[config.mk]
export PLATFORM = sky130hd
export DESIGN_NAME = st_unit
export DESIGN_NICKNAME = d
export VERILOG_FILES = /design/src/rtl/y_risc_pkg.sv /design/src/rtl/st_fifo.sv /design/src/rtl/st_unit.sv
export SDC_FILE = /design/constraint.sdc
export NUM_CORES = 1
export LEC_CHECK = 0
export ABC_AREA = 0
export CORE_ASPECT_RATIO = 0.7
export CORE_UTILIZATION = 52
export CTS_CLUSTER_SIZE = 40
export DETAILED_ROUTE_END_ITERATION = 6
export GPL_TIMING_DRIVEN = 1
export PLACE_DENSITY_LB_ADDON = 0.3
export SLEW_MARGIN = 20
export SYNTH_ARGS = -nofsm -noshare
export SYNTH_HDL_FRONTEND = slang
export SYNTH_SLANG_ARGS = --single-unit
[constraint.sdc]
create_clock -name clk_i -period 4.4 [get_ports clk_i]
set_clock_uncertainty 0.2 [all_clocks]
set_input_delay 0.88 -clock clk_i [delete_from_list [all_inputs] [get_ports clk_i]]
set_output_delay 0.88 -clock clk_i [all_outputs]
set_load 0.01 [all_outputs]
[src/rtl/y_risc_pkg.sv]
// Shared types and constants for the store path of the data-memory interface.
package y_risc_pkg;

    localparam logic [2:0] F3_SB = 3'b000;
    localparam logic [2:0] F3_SH = 3'b001;
    localparam logic [2:0] F3_SW = 3'b010;

    typedef struct packed {
        logic [29:0] waddr;
        logic [31:0] data;
        logic [3:0]  be;
    } st_entry_t;

    typedef enum logic {
        ST_IDLE,
        ST_REQ
    } st_state_e;

endpackage

[src/rtl/st_fifo.sv]
// Circular store buffer; exposes every slot plus a valid mask for load-hazard compares.
module st_fifo
    import y_risc_pkg::*;
#(
    parameter int DEPTH = 4
) (
    input  logic                    clk_i,
    input  logic                    rst_i,
    input  logic                    push_i,
    input  logic                    pop_i,
    input  st_entry_t               wdata_i,
    output st_entry_t               head_o,
    output st_entry_t               next_o,
    output st_entry_t               entries_o [DEPTH],
    output logic [DEPTH-1:0]        valid_o,
    output logic                    full_o,
    output logic                    empty_o,
    output logic [$clog2(DEPTH):0]  count_o
);

    localparam int AW = $clog2(DEPTH);

    logic [AW:0]   wr_ptr_q, wr_ptr_d;
    logic [AW:0]   rd_ptr_q, rd_ptr_d;
    logic [AW-1:0] wr_idx, rd_idx, rd_nxt_idx;
    logic          do_push, do_pop;
    st_entry_t     mem_q [DEPTH];

    assign wr_idx     = wr_ptr_q[AW-1:0];
    assign rd_idx     = rd_ptr_q[AW-1:0];
    assign rd_nxt_idx = rd_idx + AW'(1);

    // Pointers carry one extra MSB so equal indices distinguish full from empty.
    assign empty_o = (wr_ptr_q == rd_ptr_q);
    assign full_o  = (wr_ptr_q[AW] != rd_ptr_q[AW]) && (wr_idx == rd_idx);
    assign count_o = wr_ptr_q - rd_ptr_q;
    assign do_push = push_i && !full_o;
    assign do_pop  = pop_i && !empty_o;

    always_comb begin
        // NOTE: every combinational output gets a default first, so no path can infer a latch.
        wr_ptr_d = wr_ptr_q;
        rd_ptr_d = rd_ptr_q;
        if (do_push) wr_ptr_d = wr_ptr_q + (AW+1)'(1);
        if (do_pop)  rd_ptr_d = rd_ptr_q + (AW+1)'(1);
    end

    // NOTE: sequential state uses non-blocking assignments so all flops update together at the edge.
    always_ff @(posedge clk_i or posedge rst_i) begin
        if (rst_i) begin
            wr_ptr_q <= '0;
            rd_ptr_q <= '0;
        end else begin
            wr_ptr_q <= wr_ptr_d;
            rd_ptr_q <= rd_ptr_d;
        end
    end

    // NOTE: the storage array is deliberately not reset; valid_o masks every stale slot.
    always_ff @(posedge clk_i) begin
        if (do_push) mem_q[wr_idx] <= wdata_i;
    end

    assign head_o = mem_q[rd_idx];
    assign next_o = mem_q[rd_nxt_idx];

    for (genvar g = 0; g < DEPTH; g++) begin : g_entry
        assign entries_o[g] = mem_q[g];
        assign valid_o[g]   = {1'b0, AW'(AW'(g) - rd_idx)} < count_o;
    end

endmodule

[src/rtl/st_unit.sv]
// Store unit: effective address and lane alignment, store buffer, req/ack drain FSM,
// and load-hit detection against buffered stores.
module st_unit
    import y_risc_pkg::*;
#(
    parameter int DEPTH = 4,
    parameter int XLEN  = 32
) (
    input  logic                       clk_i,
    input  logic                       rst_i,
    input  logic                       st_en_i,
    output logic                       st_ready_o,
    input  logic [2:0]                 funct3_i,
    input  logic [11:0]                offset_i,
    input  logic [XLEN-1:0]            rs1_data_i,
    input  logic [XLEN-1:0]            rs2_data_i,
    output logic                       mem_wr_en_o,
    output logic [XLEN-1:0]            mem_wr_addr_o,
    output logic [XLEN-1:0]            mem_wr_data_o,
    output logic [3:0]                 mem_wr_be_o,
    input  logic                       mem_wr_ack_i,
    input  logic [XLEN-1:0]            ld_addr_i,
    output logic                       ld_hit_o,
    output logic                       misalign_o,
    output logic                       illegal_o,
    output logic [$clog2(DEPTH+1)-1:0] count_o
);

    logic [XLEN-1:0] ea;
    logic [1:0]      lane;
    logic            is_legal, is_aligned, accept, push, pop;
    logic [3:0]      st_be;
    logic [31:0]     st_data;
    st_entry_t       new_entry, head, next_head, load_e;
    st_entry_t       entries [DEPTH];
    logic [DEPTH-1:0] valid;
    logic            full, empty, load;
    logic            unused_ld_lsb;

    st_state_e       state_q, state_d;
    logic            en_q, en_d;
    logic [XLEN-1:0] addr_q, addr_d, data_q, data_d;
    logic [3:0]      be_q, be_d;
    logic            misalign_q, misalign_d, illegal_q, illegal_d;

    always_comb begin
        ea         = rs1_data_i + {{(XLEN-12){offset_i[11]}}, offset_i};
        lane       = ea[1:0];
        is_legal   = 1'b1;
        is_aligned = 1'b1;
        st_be      = '0;
        st_data    = '0;
        case (funct3_i)
            F3_SB: begin
                st_be   = 4'b0001 << lane;
                st_data = {4{rs2_data_i[7:0]}};
            end
            F3_SH: begin
                is_aligned = !lane[0];
                st_be      = 4'b0011 << lane;
                st_data    = {2{rs2_data_i[15:0]}};
            end
            F3_SW: begin
                is_aligned = (lane == 2'b00);
                st_be      = 4'b1111;
                st_data    = rs2_data_i;
            end
            default: is_legal = 1'b0;
        endcase
    end

    assign accept     = st_en_i && st_ready_o;
    assign push       = accept && is_legal && is_aligned;
    assign misalign_d = accept && is_legal && !is_aligned;
    assign illegal_d  = accept && !is_legal;
    assign new_entry  = '{waddr: ea[31:2], data: st_data, be: st_be};

    st_fifo #(.DEPTH(DEPTH)) u_fifo (
        .clk_i     (clk_i),
        .rst_i     (rst_i),
        .push_i    (push),
        .pop_i     (pop),
        .wdata_i   (new_entry),
        .head_o    (head),
        .next_o    (next_head),
        .entries_o (entries),
        .valid_o   (valid),
        .full_o    (full),
        .empty_o   (empty),
        .count_o   (count_o)
    );

    assign st_ready_o = !full;

    // On an ack the following entry is loaded straight away: either the slot behind the
    // head, or the store being pushed this same cycle when the head was the last one.
    always_comb begin
        state_d = state_q;
        en_d    = en_q;
        addr_d  = addr_q;
        data_d  = data_q;
        be_d    = be_q;
        pop     = 1'b0;
        load    = 1'b0;
        load_e  = head;
        case (state_q)
            ST_IDLE: begin
                if (!empty) begin
                    state_d = ST_REQ;
                    en_d    = 1'b1;
                    load    = 1'b1;
                end
            end
            ST_REQ: begin
                if (mem_wr_ack_i) begin
                    pop = 1'b1;
                    if (count_o > 1) begin
                        load   = 1'b1;
                        load_e = next_head;
                    end else if (push) begin
                        load   = 1'b1;
                        load_e = new_entry;
                    end else begin
                        state_d = ST_IDLE;
                        en_d    = 1'b0;
                    end
                end
            end
            default: state_d = ST_IDLE;
        endcase
        if (load) begin
            addr_d = {load_e.waddr, 2'b00};
            data_d = load_e.data;
            be_d   = load_e.be;
        end
    end

    always_ff @(posedge clk_i or posedge rst_i) begin
        if (rst_i) begin
            state_q    <= ST_IDLE;
            en_q       <= 1'b0;
            addr_q     <= '0;
            data_q     <= '0;
            be_q       <= '0;
            misalign_q <= 1'b0;
            illegal_q  <= 1'b0;
        end else begin
            state_q    <= state_d;
            en_q       <= en_d;
            addr_q     <= addr_d;
            data_q     <= data_d;
            be_q       <= be_d;
            misalign_q <= misalign_d;
            illegal_q  <= illegal_d;
        end
    end

    assign mem_wr_en_o   = en_q;
    assign mem_wr_addr_o = addr_q;
    assign mem_wr_data_o = data_q;
    assign mem_wr_be_o   = be_q;
    assign misalign_o    = misalign_q;
    assign illegal_o     = illegal_q;

    // Word-granular hazard compare; byte lanes within the word are ignored.
    always_comb begin
        ld_hit_o = 1'b0;
        for (int i = 0; i < DEPTH; i++) begin
            if (valid[i] && (entries[i].waddr == ld_addr_i[31:2])) ld_hit_o = 1'b1;
        end
    end

    assign unused_ld_lsb = ^ld_addr_i[1:0];

endmodule

# [Word level (Yosys, flattened, before mapping)]
# Memory sizes are Yosys's and may differ from the RTL's.
# Cells that the tools add are included.
[classes] addsub=9 order_cmp=5 bitwise_logic=1 shifts=2 n_eq_ne=13 n_mux=28 n_reduce_logical=21
[ops] operator="66-bit 2-to-1 mux" count=4
[ops] operator="30-bit equality test" count=4
[ops] operator="32-bit one-hot mux with 3 select lines" count=1
[ops] operator="32-bit adder" count=1
[ops] operator="1-bit 2-to-1 mux" count=18
[ops] operator="1-bit logical AND" count=12
[ops] operator="2-bit by 3-bit < comparator with 1-bit output" count=4
[ops] operator="4-bit one-hot mux with 3 select lines" count=1
[ops] operator="2-bit inequality test (second input constant)" count=4
[ops] operator="1-bit one-hot mux with 2 select lines" count=4
[ops] operator="3-bit by 1-bit adder with 3-bit output (second input constant)" count=2
[ops] operator="1-bit zero test" count=5
[ops] operator="4-bit AND reduction" count=1
[ops] operator="1-bit by 2-bit << shifter with 4-bit output (first input constant)" count=1
[ops] operator="2-bit by 2-bit << shifter with 4-bit output (first input constant)" count=1
[ops] operator="1-bit by 2-bit subtractor with 2-bit output (first input constant)" count=2
[ops] operator="2-bit subtractor (first input constant)" count=2
[ops] operator="3-bit by 1-bit equality test with 1-bit output (second input constant)" count=1
[ops] operator="3-bit by 2-bit equality test with 1-bit output (second input constant)" count=1
[ops] operator="3-bit equality test" count=1
[ops] operator="3-bit by 1-bit greater-than comparator with 1-bit output (second input constant)" count=1
[ops] operator="3-bit zero test" count=1
[ops] operator="3-bit OR reduction" count=1
[ops] operator="3-bit subtractor" count=1
[ops] operator="other kinds (5)" count=5
[word_totals] output_inout_bits=76 wordCells=89 mem_bits_rw=264 mem_count=1 ff_bits=76 inputBits=115
[memory_table] name="u_fifo.mem_q" depth=4 word_bits=66 read_ports=6 rd_ports_with_merged_regs=0 wr=1 line_no="st_fifo.sv:27" source="st_entry_t mem_q [DEPTH];"

# [Longest topological paths before layout]
# Gate-level depths: netlist (run 1).
[depth] word_depth=10 ltp_mapped=14 depth_no_buf=12

# [By module]
# Synthesis (run 1) repeated with hierarchy kept, for this count alone.
[hier_totals] hier_cells=1458 hier_area_um2=19214.7
[by_module_without_submodules] mod="st_fifo" area_each_um2=11745.0 seq_area_each_um2=8077.7 cells_each=491 n_inst=1
[by_module_without_submodules] mod="st_unit" area_each_um2=7469.7 seq_area_each_um2=1751.7 cells_each=967 n_inst=1

# [Worst setup path after synthesis (run 1)]
# Ideal clock, no wire load.
[synth_path] kind="input to register" from="in offset_i[0]" to="mem u_fifo.mem_q[3][0] in the netlist's numbering, enable pin" arrival_time_ns=4.189 path_stages=7 path_buffers=1 setup_slack_ns=-0.421 setup_ns=0.433 required_ns=3.767 path_cell_list="ha_1 fa_1 o21a_1 o22ai_1 nor3b_2 clkbuf_1 and2_1"
[synth_between] elab_chain_cells=7 word_cells_on_any_way=8 classes_between="add/sub (1); mux (3); reduce/logical (4)"
[synth_lines] item="start: declaration" line_no="st_unit.sv:14" source="input logic [11:0] offset_i,"
[synth_lines] item="32-bit adder (*)" line_no="st_unit.sv:47" source="ea = rs1_data_i + {{(XLEN-12){offset_i[11]}}, offset_i};"
[synth_lines] item="2-bit zero test / 1-bit zero test (equally long branches)" line_no="st_unit.sv:64, st_unit.sv:59"
[synth_lines] item="1-bit one-hot mux with 2 select lines (*)" line_no="st_unit.sv:53" source="case (funct3_i)"
[synth_lines] item="1-bit logical AND (*)" line_no="st_unit.sv:73" source="assign push = accept && is_legal && is_aligned;"
[synth_lines] item="1-bit logical AND (*)" line_no="st_fifo.sv:37" source="assign do_push = push_i && !full_o;"
[synth_lines] item="1-bit 2-to-1 mux (*)" line_no="st_fifo.sv:61" source="if (do_push) mem_q[wr_idx] <= wdata_i;"
[synth_lines] item="1-bit 2-to-1 mux (not written as such) (*)" line_no="st_fifo.sv:61"
[synth_lines] item="end: declaration" line_no="st_fifo.sv:27"
# Mark *: on every way between the ends. The rest lies on a longest branch, timed or not.

# [Worst setup path after layout (run 1)]
[layout_path] from="reg u_fifo.wr_ptr_q[0]" to="out ld_hit_o"
[layout_between] elab_chain_cells=7 word_cells_on_any_way=13 classes_between="add/sub (1); order compare (4); mux (4); reduce/logical (4)"
[layout_lines] item="start: declaration" line_no="st_fifo.sv:23" source="logic [AW:0] wr_ptr_q, wr_ptr_d;"
[layout_lines] item="start signal: assignment" line_no="st_fifo.sv:54" source="wr_ptr_q <= wr_ptr_d;"
[layout_lines] item="3-bit subtractor (*)" line_no="st_fifo.sv:36" source="assign count_o = wr_ptr_q - rd_ptr_q;"
[layout_lines] item="2-bit by 3-bit < comparator with 1-bit output" line_no="st_fifo.sv:69" source="assign valid_o[g] = {1'b0, AW'(AW'(g) - rd_idx)} < count_o;"
[layout_lines] item="1-bit logical AND" line_no="st_unit.sv:169" source="if (valid[i] && (entries[i].waddr == ld_addr_i[31:2])) ld_hit_o = 1'b1;"
[layout_lines] item="1-bit 2-to-1 mux (3 in a row)" line_no="st_unit.sv:169"
[layout_lines] item="1-bit 2-to-1 mux (*)" line_no="st_unit.sv:169"
[layout_lines] item="end: declaration" line_no="st_unit.sv:23" source="output logic ld_hit_o,"
# Marks and branches as above.

==> results.yml, run 1 <==
outcome:
  status: "completed"
logic_synthesis:
  ys_types: 67
  synth.most_common_cell: "edfxtp_1"
  synth_area_um2: 19200
  ys.flop_type: "edfxtp_1"
  synth_edf_count: 264
  synthTopCellsByCount: "edfxtp_1 (264), a21oi_1 (140), mux4_2 (132), nor2_1 (106), nand2_1 (97)"
  synthArstFlopShare_pct: 22.4
  yosysSeqAreaShare_pct: 51.3
  syn_inst: 1502
  avgSynthCellArea_um2: 12.8
  ys_warn_count: 0
  synthTopCellsByArea: "edfxtp_1 (41%), mux4_2 (16%), dfrtp_1 (9.9%), xor2_1 (4.2%), a21oi_1 (3.7%)"
  yosysTopAreaCellShare_pct: 41.4
  yosysTopAreaCell: "edfxtp_1"
  yosys_register_bits: 340
sta:
  fin_setup_tns_ps: 0
  fin_crit_ps: 4280
  holdWs_ps: 273
  drv_slew: 0
  relSlewSlack_pct: 27.5
  tightest_slew_ps: 1090
  rsz0062_at_grt: "false"
  period_share_pct: 97.3
  finalHoldViolCount: 0
  setup_viol: 0
  fmax_ghz: 0.234
grt:
  grt_max_degree: 73
  grt_pass1_vias: 14067
  busiest_layer: "met2"
  use_met3_pct: 8.18
  overflow: 0
  grt_first_pass_wirelength_mm: 85.0
  grt_use_total_pct: 30.3
  met1_usage_pct: 42.4
  met2_usage_pct: 45.8
  antenna_found_initial: 2
detailed_routing:
  initialDrtViolationCount: 1586
  via_per_inst: 6.47
  wl_per_cell_um: 25.7
  first_pass_iters: 6
  ant_nets: 0
  vias: 14296
  drc_errors: 0
  routed_wl_mm: 56.8
place:
  port_buffers: 186
  hpwlAfterDp_mm: 38.7
  gp_congestion: 0.973
  placed_cells: 2140
clock_tree:
  clk_pin_slew_ps: 60
  cts_hold_buf: 0
  cts_tree: "built"
  htree_levels: 2
  clock-sinks: 340
  cts_root_buf: "clkbuf_16"
  cts_buffer_depth: 3
  clk_latency_ps: 530
  numCtsBuffers: 36
setup_path:
  crit_chain: "inv_2, ha_1, inv_1, fa_1, inv_2, ha_1, a21oi_2, o2111ai_1, o22ai_1, a311o_1, dlygate4sd2_1"
  cp-startpoint: "u_fifo.wr_ptr_q[0]"
  cp-end-kind: "primary output"
  cp_data_arrival_time_ps: 3200
  critPathMaxFanout: 5
  required_ps: 3320
  worstSetupPathType: "reg2out"
  max_stage_delay_ps: 520
  path_buf_inv: 4
  rr_startpoint: "u_fifo.wr_ptr_q[0]"
  startpoint_type: "register"
  cp_top_family: "adder cells"
  critPathSlowestCell: "fa_1"
  ff2ff_setup_slack_ps: 750
hold_path:
  hold_path.startpoint: "mem_wr_addr_o[5]"
  min_path_type: "reg2reg"
layout:
  fillers: 2654
  fin_cells: 2210
  drive_gt1_share_pct: 16.7
  area_growth_pct: 20.5
  final_nets: 1861
job:
  maxCapViolCount: 0
pwr:
  totalPowerFinal_uw: 15900
  switching_share_pct: 38.8
  clkPwrFrac_pct: 19.6
  internal-power_uw: 9740
  p_seq_share_pct: 28.1
  p_sw_uw: 6180
  ir_drop_uv: 676
  comb_power_share_pct: 52.4
  leakagePower_uw: 0.00826
  p_per_area_nw_per_um2: 689
floorplanning:
  start_util_pct: 53.1
  die_x_um: 231
  die_y_um: 163
  num_io_pins: 191
  fp-row-count: 58
  die-area_um2: 37600
  core_um2: 36100
repair_timing:
| item | CTS | global route |
|---|---|---|
| gates cloned | 0 | 0 |
| endpoints found under the setup margin | 1 | 1 |
| resized for setup | 3 | 2 |
| setup buffers | 0 | 3 |
| pin swaps | 1 | 0 |
| hold endpoints to repair | 0 | 0 |
power groups by stage:
stage                     logic [µW]  clock network [µW]  registers, µW
after detailed placement        8190                   0           4520
after CTS                       8250                3150           4470
after global placement          8040                   0           4500
final                           8330                3120           4470
after floorplan                 5260                   0           4570
after global routing            8970                3260           4510
registers in the layout (all words and copies together) (netlist names), 3 cells and up:
name,count
mem_wr_addr_o,30
u_fifo.wr_ptr_q,3
mem_wr_be_o,4
u_fifo.rd_ptr_q,3
mem_wr_data_o,32
u_fifo.mem_q,264
stage by stage:
step,setup slack (ps),util (%),instance area (µm²)
3_5_place_dp,1.53,60.6,21900
2_1_floorplan,309,-,19200
4_1_cts,49.8,64.0,23100
3_3_place_gp,16.2,60.6,21900
6_report,118,64.0,23100
5_1_grt,5.21,64.0,23100
kinds of logic after synthesis:
kind of cell	count (synthesis)	share of synthesized area [%]
mux	132	15.5
fa+ha+maj	45	3.02
simple gates	349	8.66
compound gates	364	11.7
flops	340	51.3
other cells	1	0.0196
buf+inv	114	2.49
xor+xnor	157	7.25
final cells by class:
type	instances	area (µm²)	area share, %
repair buffers	254	2490	10.8
multi-input cells	1049	8890	38.5
diodes	1	2.50	0.0108
flip-flops and latches	340	9840	42.6
well taps	480	601	2.60
inverters	20	76.3	0.330
clock buffers	47	1000	4.34
clock inverters	19	205	0.888
worst reg2reg max path: stages, from the launching register on:
cell	delay, ps
dfrtp_2	450
inv_2	90
ha_1	140
inv_1	70
fa_1	410
xor2_2	230
inv_2	130
nor2_4	160
buf_4	340
a21o_1	480
nand2_1	150
buf_4	270
buf_4	220
o21a_1	180
cell usage in the layout, fill, tap and decap left out, drive strengths merged, types with 26 or more instances in the layout:
cell type / synthesis / layout
buf: 47 / 68
a21oi: 144 / 144
mux4: 132 / 132
ha: 43 / 43
dfrtp: 76 / 76
xnor2: 64 / 64
xor2: 93 / 93
clkdlybuf4s50: 0 / 185
nor3: 26 / 26
nor2: 109 / 109
edfxtp: 264 / 264
o21ai: 91 / 91
a21o: 38 / 38
nand2: 97 / 97
clkbuf: 47 / 47
path summary, 6_finish.rpt:
kind                                       to  depth (start not counted)
min reg2reg                  mem_wr_addr_o[5]                          1
min in group asynchronous   mem_wr_data_o[24]                          2
max                                  ld_hit_o                         11
max in group asynchronous  u_fifo.rd_ptr_q[0]                          3
min                          mem_wr_addr_o[5]                          1
max reg2reg                  mem_wr_data_o[5]                         13
layer usage:
metal	share of wire [%]	wire, µm
met1	40	22500
met4	3.2	1840
met3	12	6720
met5	0.021	12
met2	45	25600
No activity file was read; power rests on OpenSTA's default activity.
==> run 2, diff against run 1 <==
--- a/config.mk
+++ b/config.mk
@@ -11,7 +11,7 @@
 export CTS_CLUSTER_SIZE = 40
 export DETAILED_ROUTE_END_ITERATION = 6
 export GPL_TIMING_DRIVEN = 1
-export PLACE_DENSITY_LB_ADDON = 0.3
+export PLACE_DENSITY = 0.77
 export SLEW_MARGIN = 20
 export SYNTH_ARGS = -nofsm -noshare
 export SYNTH_HDL_FRONTEND = slang
==> run 2 against run 1 <==
  * Die area unchanged
  * Critical path depth is the same
  * Cell count about the same
  * Clock power rose by 6.4%
  * Count of clock-buffer cells in the layout rose by 1
  * Non-clock buffer count down 3
  * Largest power group unchanged
  * Global-route usage grew 0.22 points
  * Total power rose by 1.3%
  * Largest cell class unchanged
  * First-iteration DRC count up 16%
  * Worst setup slack better by 5.9 ps
==> results.yml, run 2 (synthesis gave the netlist of run 1 again) <==
floorplanning:
  die_y_um: 163
  start_util_pct: 53.1
  fp-row-count: 58
  core_um2: 36100
  die-area_um2: 37600
  die_x_um: 231
  num_io_pins: 191
setup_path:
  cp-end-kind: "primary output"
  cp-startpoint: "u_fifo.wr_ptr_q[0]"
  worstSetupPathType: "reg2out"
  cp_data_arrival_time_ps: 3200
  critPathMaxFanout: 5
  required_ps: 3320
  startpoint_type: "register"
  rr_startpoint: "u_fifo.rd_ptr_q[0]"
detailed_routing:
  routed_wl_mm: 57.5
  drc_errors: 0
  vias: 14464
  wl_per_cell_um: 26.0
  initialDrtViolationCount: 1836
  via_per_inst: 6.55
  ant_nets: 0
  first_pass_iters: 5
clock_tree:
  cts_buffer_depth: 3
  cts_tree: "built"
  clk_latency_ps: 520
  clk_pin_slew_ps: 60
  cts_root_buf: "clkbuf_16"
  clock-sinks: 340
  cts_hold_buf: 0
  htree_levels: 2
  numCtsBuffers: 37
grt:
  grt_use_total_pct: 30.5
  grt_max_degree: 56
  overflow: 0
  grt_first_pass_wirelength_mm: 85.9
  grt_pass1_vias: 14368
  antenna_found_initial: 2
pwr:
  p_sw_uw: 6220
  totalPowerFinal_uw: 16100
  leakagePower_uw: 0.00829
  internal-power_uw: 9900
  p_seq_share_pct: 27.9
  comb_power_share_pct: 51.6
  clkPwrFrac_pct: 20.6
  p_per_area_nw_per_um2: 697
  ir_drop_uv: 613
  switching_share_pct: 38.6
hold_path:
  hold_path.startpoint: "mem_wr_data_o[18]"
  min_path_type: "reg2reg"
layout:
  final_cell_mix: "edfxtp_1 (264), clkdlybuf4s50_1 (185), a21oi_1 (140)"
  fin_cells: 2209
  layout_commonest_cell: "edfxtp_1"
  fillers: 2590
  regArea_um2: 9840
  drive_gt1_share_pct: 16.8
  final_nets: 1859
  top_register: "u_fifo.mem_q"
  area_growth_pct: 20.8
  largest_register_ffs: 264
  multiInputGateArea_um2: 8890
sta:
  relSlewSlack_pct: 36.1
  period_share_pct: 97.2
  tightest_slew_ps: 959
  fin_setup_tns_ps: 0
  finalHoldViolCount: 0
  fmax_ghz: 0.234
  drv_slew: 0
  fin_crit_ps: 4280
  setup_viol: 0
place:
  hpwlAfterDp_mm: 39.5
  placed_cells: 2137
  gp_congestion: 0.951
  port_buffers: 186
outcome:
  status: "completed"
job:
  maxCapViolCount: 0
## run 2: cell count changes in the layout (fill, tap and decap cells not counted), moves of 2 or more
cell and delta:
buf_12 -2, clkinv_2 +5, inv_6 -2, clkbuf_16 +2, bufinv_16 +2, clkinv_1 -4
## run 2: metal layers
| layer | vias up | wire length [µm] | global-route usage [%] |
|---|---|---|---|
| met1 | 7122 | 22200 | 42.8 |
| met5 | - | 12 | 0 |
| met2 | 1052 | 25800 | 46.5 |
| li1 | 6151 | - | - |
| met4 | 2 | 1640 | 8.97 |
| met3 | 137 | 7830 | 8.54 |
## run 2: power by group through the flow
stage,Clock (µW),Combinational (µW),Sequential (µW)
after floorplan,0,5260,4570
after global placement,0,7930,4510
after detailed placement,0,8140,4530
after CTS,3320,8190,4480
after global routing,3450,8900,4530
final,3320,8310,4490
## run 2: through the flow
stage	util [%]	worst slack [ps]	hold slack (ps)	instance area, µm²
2_1_floorplan	-	309	293	19200
3_3_place_gp	60.4	-33.0	262	21800
3_5_place_dp	60.4	-16.1	272	21800
4_1_cts	64.1	55.5	286	23100
5_1_grt	64.2	-12.0	295	23100
6_report	64.2	124	282	23100
## run 2: worst max-delay path: stages, from the launching register on
cell and delay [ps]:
dfrtp_2 450, inv_2 100, ha_1 150, inv_1 80, fa_1 570, inv_2 70
ha_1 270, a21oi_1 200, o2111ai_1 120, o22ai_1 200, a311o_1 210, clkdlybuf4s15_1 260
## run 2: worst paths after layout
kind / slack, ps / cells past startpoint / endpoint
worst max-delay path: 120 / 11 / ld_hit_o
max in group asynchronous: 2630 / 3 / u_fifo.rd_ptr_q[0]
worst max register to register: 900 / 8 / u_fifo.mem_q[1][64]
worst min register to register: 280 / 1 / mem_wr_data_o[18]
worst min-delay path: 280 / 1 / mem_wr_data_o[18]
min in group asynchronous: 630 / 2 / mem_wr_data_o[24]
## run 2: repair_timing
item,CTS,global route
pin swaps,1,2
setup endpoints to repair,1,1
gates resized for setup,3,3
buffers inserted,0,2
## run 2: area by class of cell
type,count,area share (%)
Tap cell,480,2.60
Clock inverter,20,1.11
Clock buffer,48,4.49
Antenna cell,1,0.0108
Inverter,20,0.330
Sequential cell,340,42.5
Multi-Input combinational cell,1049,38.4
Timing Repair Buffer,251,10.5
==> run 3, diff against run 2 <==
--- a/config.mk
+++ b/config.mk
@@ -7,11 +7,10 @@
 export LEC_CHECK = 0
 export ABC_AREA = 0
 export CORE_ASPECT_RATIO = 0.7
-export CORE_UTILIZATION = 52
+export CORE_UTILIZATION = 30
 export CTS_CLUSTER_SIZE = 40
 export DETAILED_ROUTE_END_ITERATION = 6
 export GPL_TIMING_DRIVEN = 1
-export PLACE_DENSITY = 0.77
 export SLEW_MARGIN = 20
 export SYNTH_ARGS = -nofsm -noshare
 export SYNTH_HDL_FRONTEND = slang
==> run 3 against run 2 <==
  * Critical path depth fell by 1
  * Count of clock-buffer cells in the layout rose by 5
  * Maximum frequency barely moved
  * Sequential power fell by 0.9%
  * Utilization fell by 26 points
==> results.yml, run 3 (synthesis gave the netlist of run 1 again) <==
floorplanning:
  fp-row-count: 77
  start_util_pct: 30.4
  num_io_pins: 191
  die-area_um2: 64900
  die_y_um: 213
  core_um2: 63100
  die_x_um: 304
clock_tree:
  cts_tree: "built"
  clk_latency_ps: 540
  clock-sinks: 340
  clk_pin_slew_ps: 60
  htree_levels: 2
  numCtsBuffers: 38
  cts_buffer_depth: 3
  cts_root_buf: "clkbuf_16"
grt:
  grt_pass1_vias: 13795
  antenna_found_initial: 7
  grt_use_total_pct: 19.0
  grt_max_degree: 58
  grt_first_pass_wirelength_mm: 91.6
  overflow: 0
pwr:
  leakagePower_uw: 0.00845
  p_seq_share_pct: 27.2
  internal-power_uw: 10000
  p_per_area_nw_per_um2: 685
  p_sw_uw: 6350
  totalPowerFinal_uw: 16400
  switching_share_pct: 38.8
  comb_power_share_pct: 52.6
  clkPwrFrac_pct: 20.3
  ir_drop_uv: 696
setup_path:
  critPathSlowestCell: "dfrtp_4"
  critPathMaxFanout: 5
  worst_path_most_repeated_cell: "ha_1"
  cp_data_arrival_time_ps: 3200
  cp_top_family: "adder cells"
  crit_chain: "ha_1, inv_1, fa_2, inv_2, ha_1, a21oi_1, o2111ai_1, o22ai_1, a311o_1, clkdlybuf4s15_1"
  startpoint_type: "register"
  cp-end-kind: "primary output"
  worstSetupPathType: "reg2out"
  path_buf_inv: 3
  required_ps: 3320
  max_stage_delay_ps: 480
hold_path:
  min_path_type: "reg2reg"
layout:
  largest_register_ffs: 264
  final_cell_mix: "edfxtp_1 (264), clkdlybuf4s50_1 (185), a21oi_1 (139)"
  fin_util_pct: 37.9
  fin_cells: 2587
  top_register: "u_fifo.mem_q"
  final_nets: 1884
  regArea_um2: 9830
  drive_gt1_share_pct: 18.0
  area_growth_pct: 24.8
  multiInputGateArea_um2: 8900
  fillers: 5947
  layout_commonest_cell: "edfxtp_1"
sta:
  period_share_pct: 97.2
  finalHoldViolCount: 0
  rsz0062_at_grt: "false"
  fmax_ghz: 0.234
  relSlewSlack_pct: 34.3
  setup_viol: 0
  tightest_slew_ps: 985
  fin_crit_ps: 4280
  drv_slew: 0
  holdWs_ps: 273
place:
  placed_cells: 2511
  hpwlAfterDp_mm: 43.9
  port_buffers: 186
  gp_congestion: 0.907
detailed_routing:
  ant_nets: 0
  via_per_inst: 5.43
  wl_per_cell_um: 24.3
  first_pass_iters: 5
  drc_errors: 0
  routed_wl_mm: 62.8
  initialDrtViolationCount: 1351
  vias: 14041
job:
  maxCapViolCount: 0
outcome:
  status: "completed"
-- run 3: worst paths after layout --
kind,from,endpoint,slack [ps],cells after the start
worst min register to register,mem_wr_data_o[17],mem_wr_data_o[17],270,1
min in group asynchronous,rst_i,mem_wr_data_o[25],530,2
worst max register to register,u_fifo.rd_ptr_q[0],mem_wr_data_o[28],980,8
worst max-delay path,u_fifo.rd_ptr_q[0],ld_hit_o,120,10
worst min-delay path,mem_wr_data_o[17],mem_wr_data_o[17],270,1
max in group asynchronous,rst_i,u_fifo.rd_ptr_q[0],2740,3
-- run 3: final cells by class --
class | count | area share [%]
well taps | 829 | 4.34
diodes | 5 | 0.0523
inverters | 20 | 0.319
clock inverters | 16 | 0.780
multi-input cells | 1049 | 37.2
clock buffers | 53 | 4.69
repair buffers | 275 | 11.5
flip-flops and latches | 340 | 41.1
-- run 3: layer usage --
metal / track usage, % / part of all wire, % / routed length, µm / vias up
met3: 5.66 / 11 / 7090 / 69
met2: 28.7 / 45 / 27900 / 617
met5: 1.09 / 0.021 / 13 / -
li1: - / - / - / 6220
met4: 4.94 / 2.1 / 1310 / 2
met1: 26.4 / 42 / 26400 / 7133
-- run 3: power groups by stage --
stage	combinational [µW]	sequential [µW]	clock [µW]
3_5_place_dp	8500	4510	0
3_3_place_gp	8450	4490	0
5_1_grt	9290	4510	3490
2_1_floorplan	5260	4570	0
6_report	8610	4450	3320
4_1_cts	8600	4460	3380
-- run 3: timing repair --
action,4_1_cts,5_1_grt
resized for setup,4,3
endpoints found under the setup margin,1,1
pin swaps,2,2
setup buffers,1,0
hold buffers,0,0
-- run 3: through the flow --
stage,instance area [µm²],setup slack [ps],TNS [ps]
after floorplan,19200,309,0
after global placement,22500,-127,-551
after detailed placement,22500,-171,-2130
after CTS,23900,19.2,0
after global routing,23900,16.7,0
final,23900,124,0
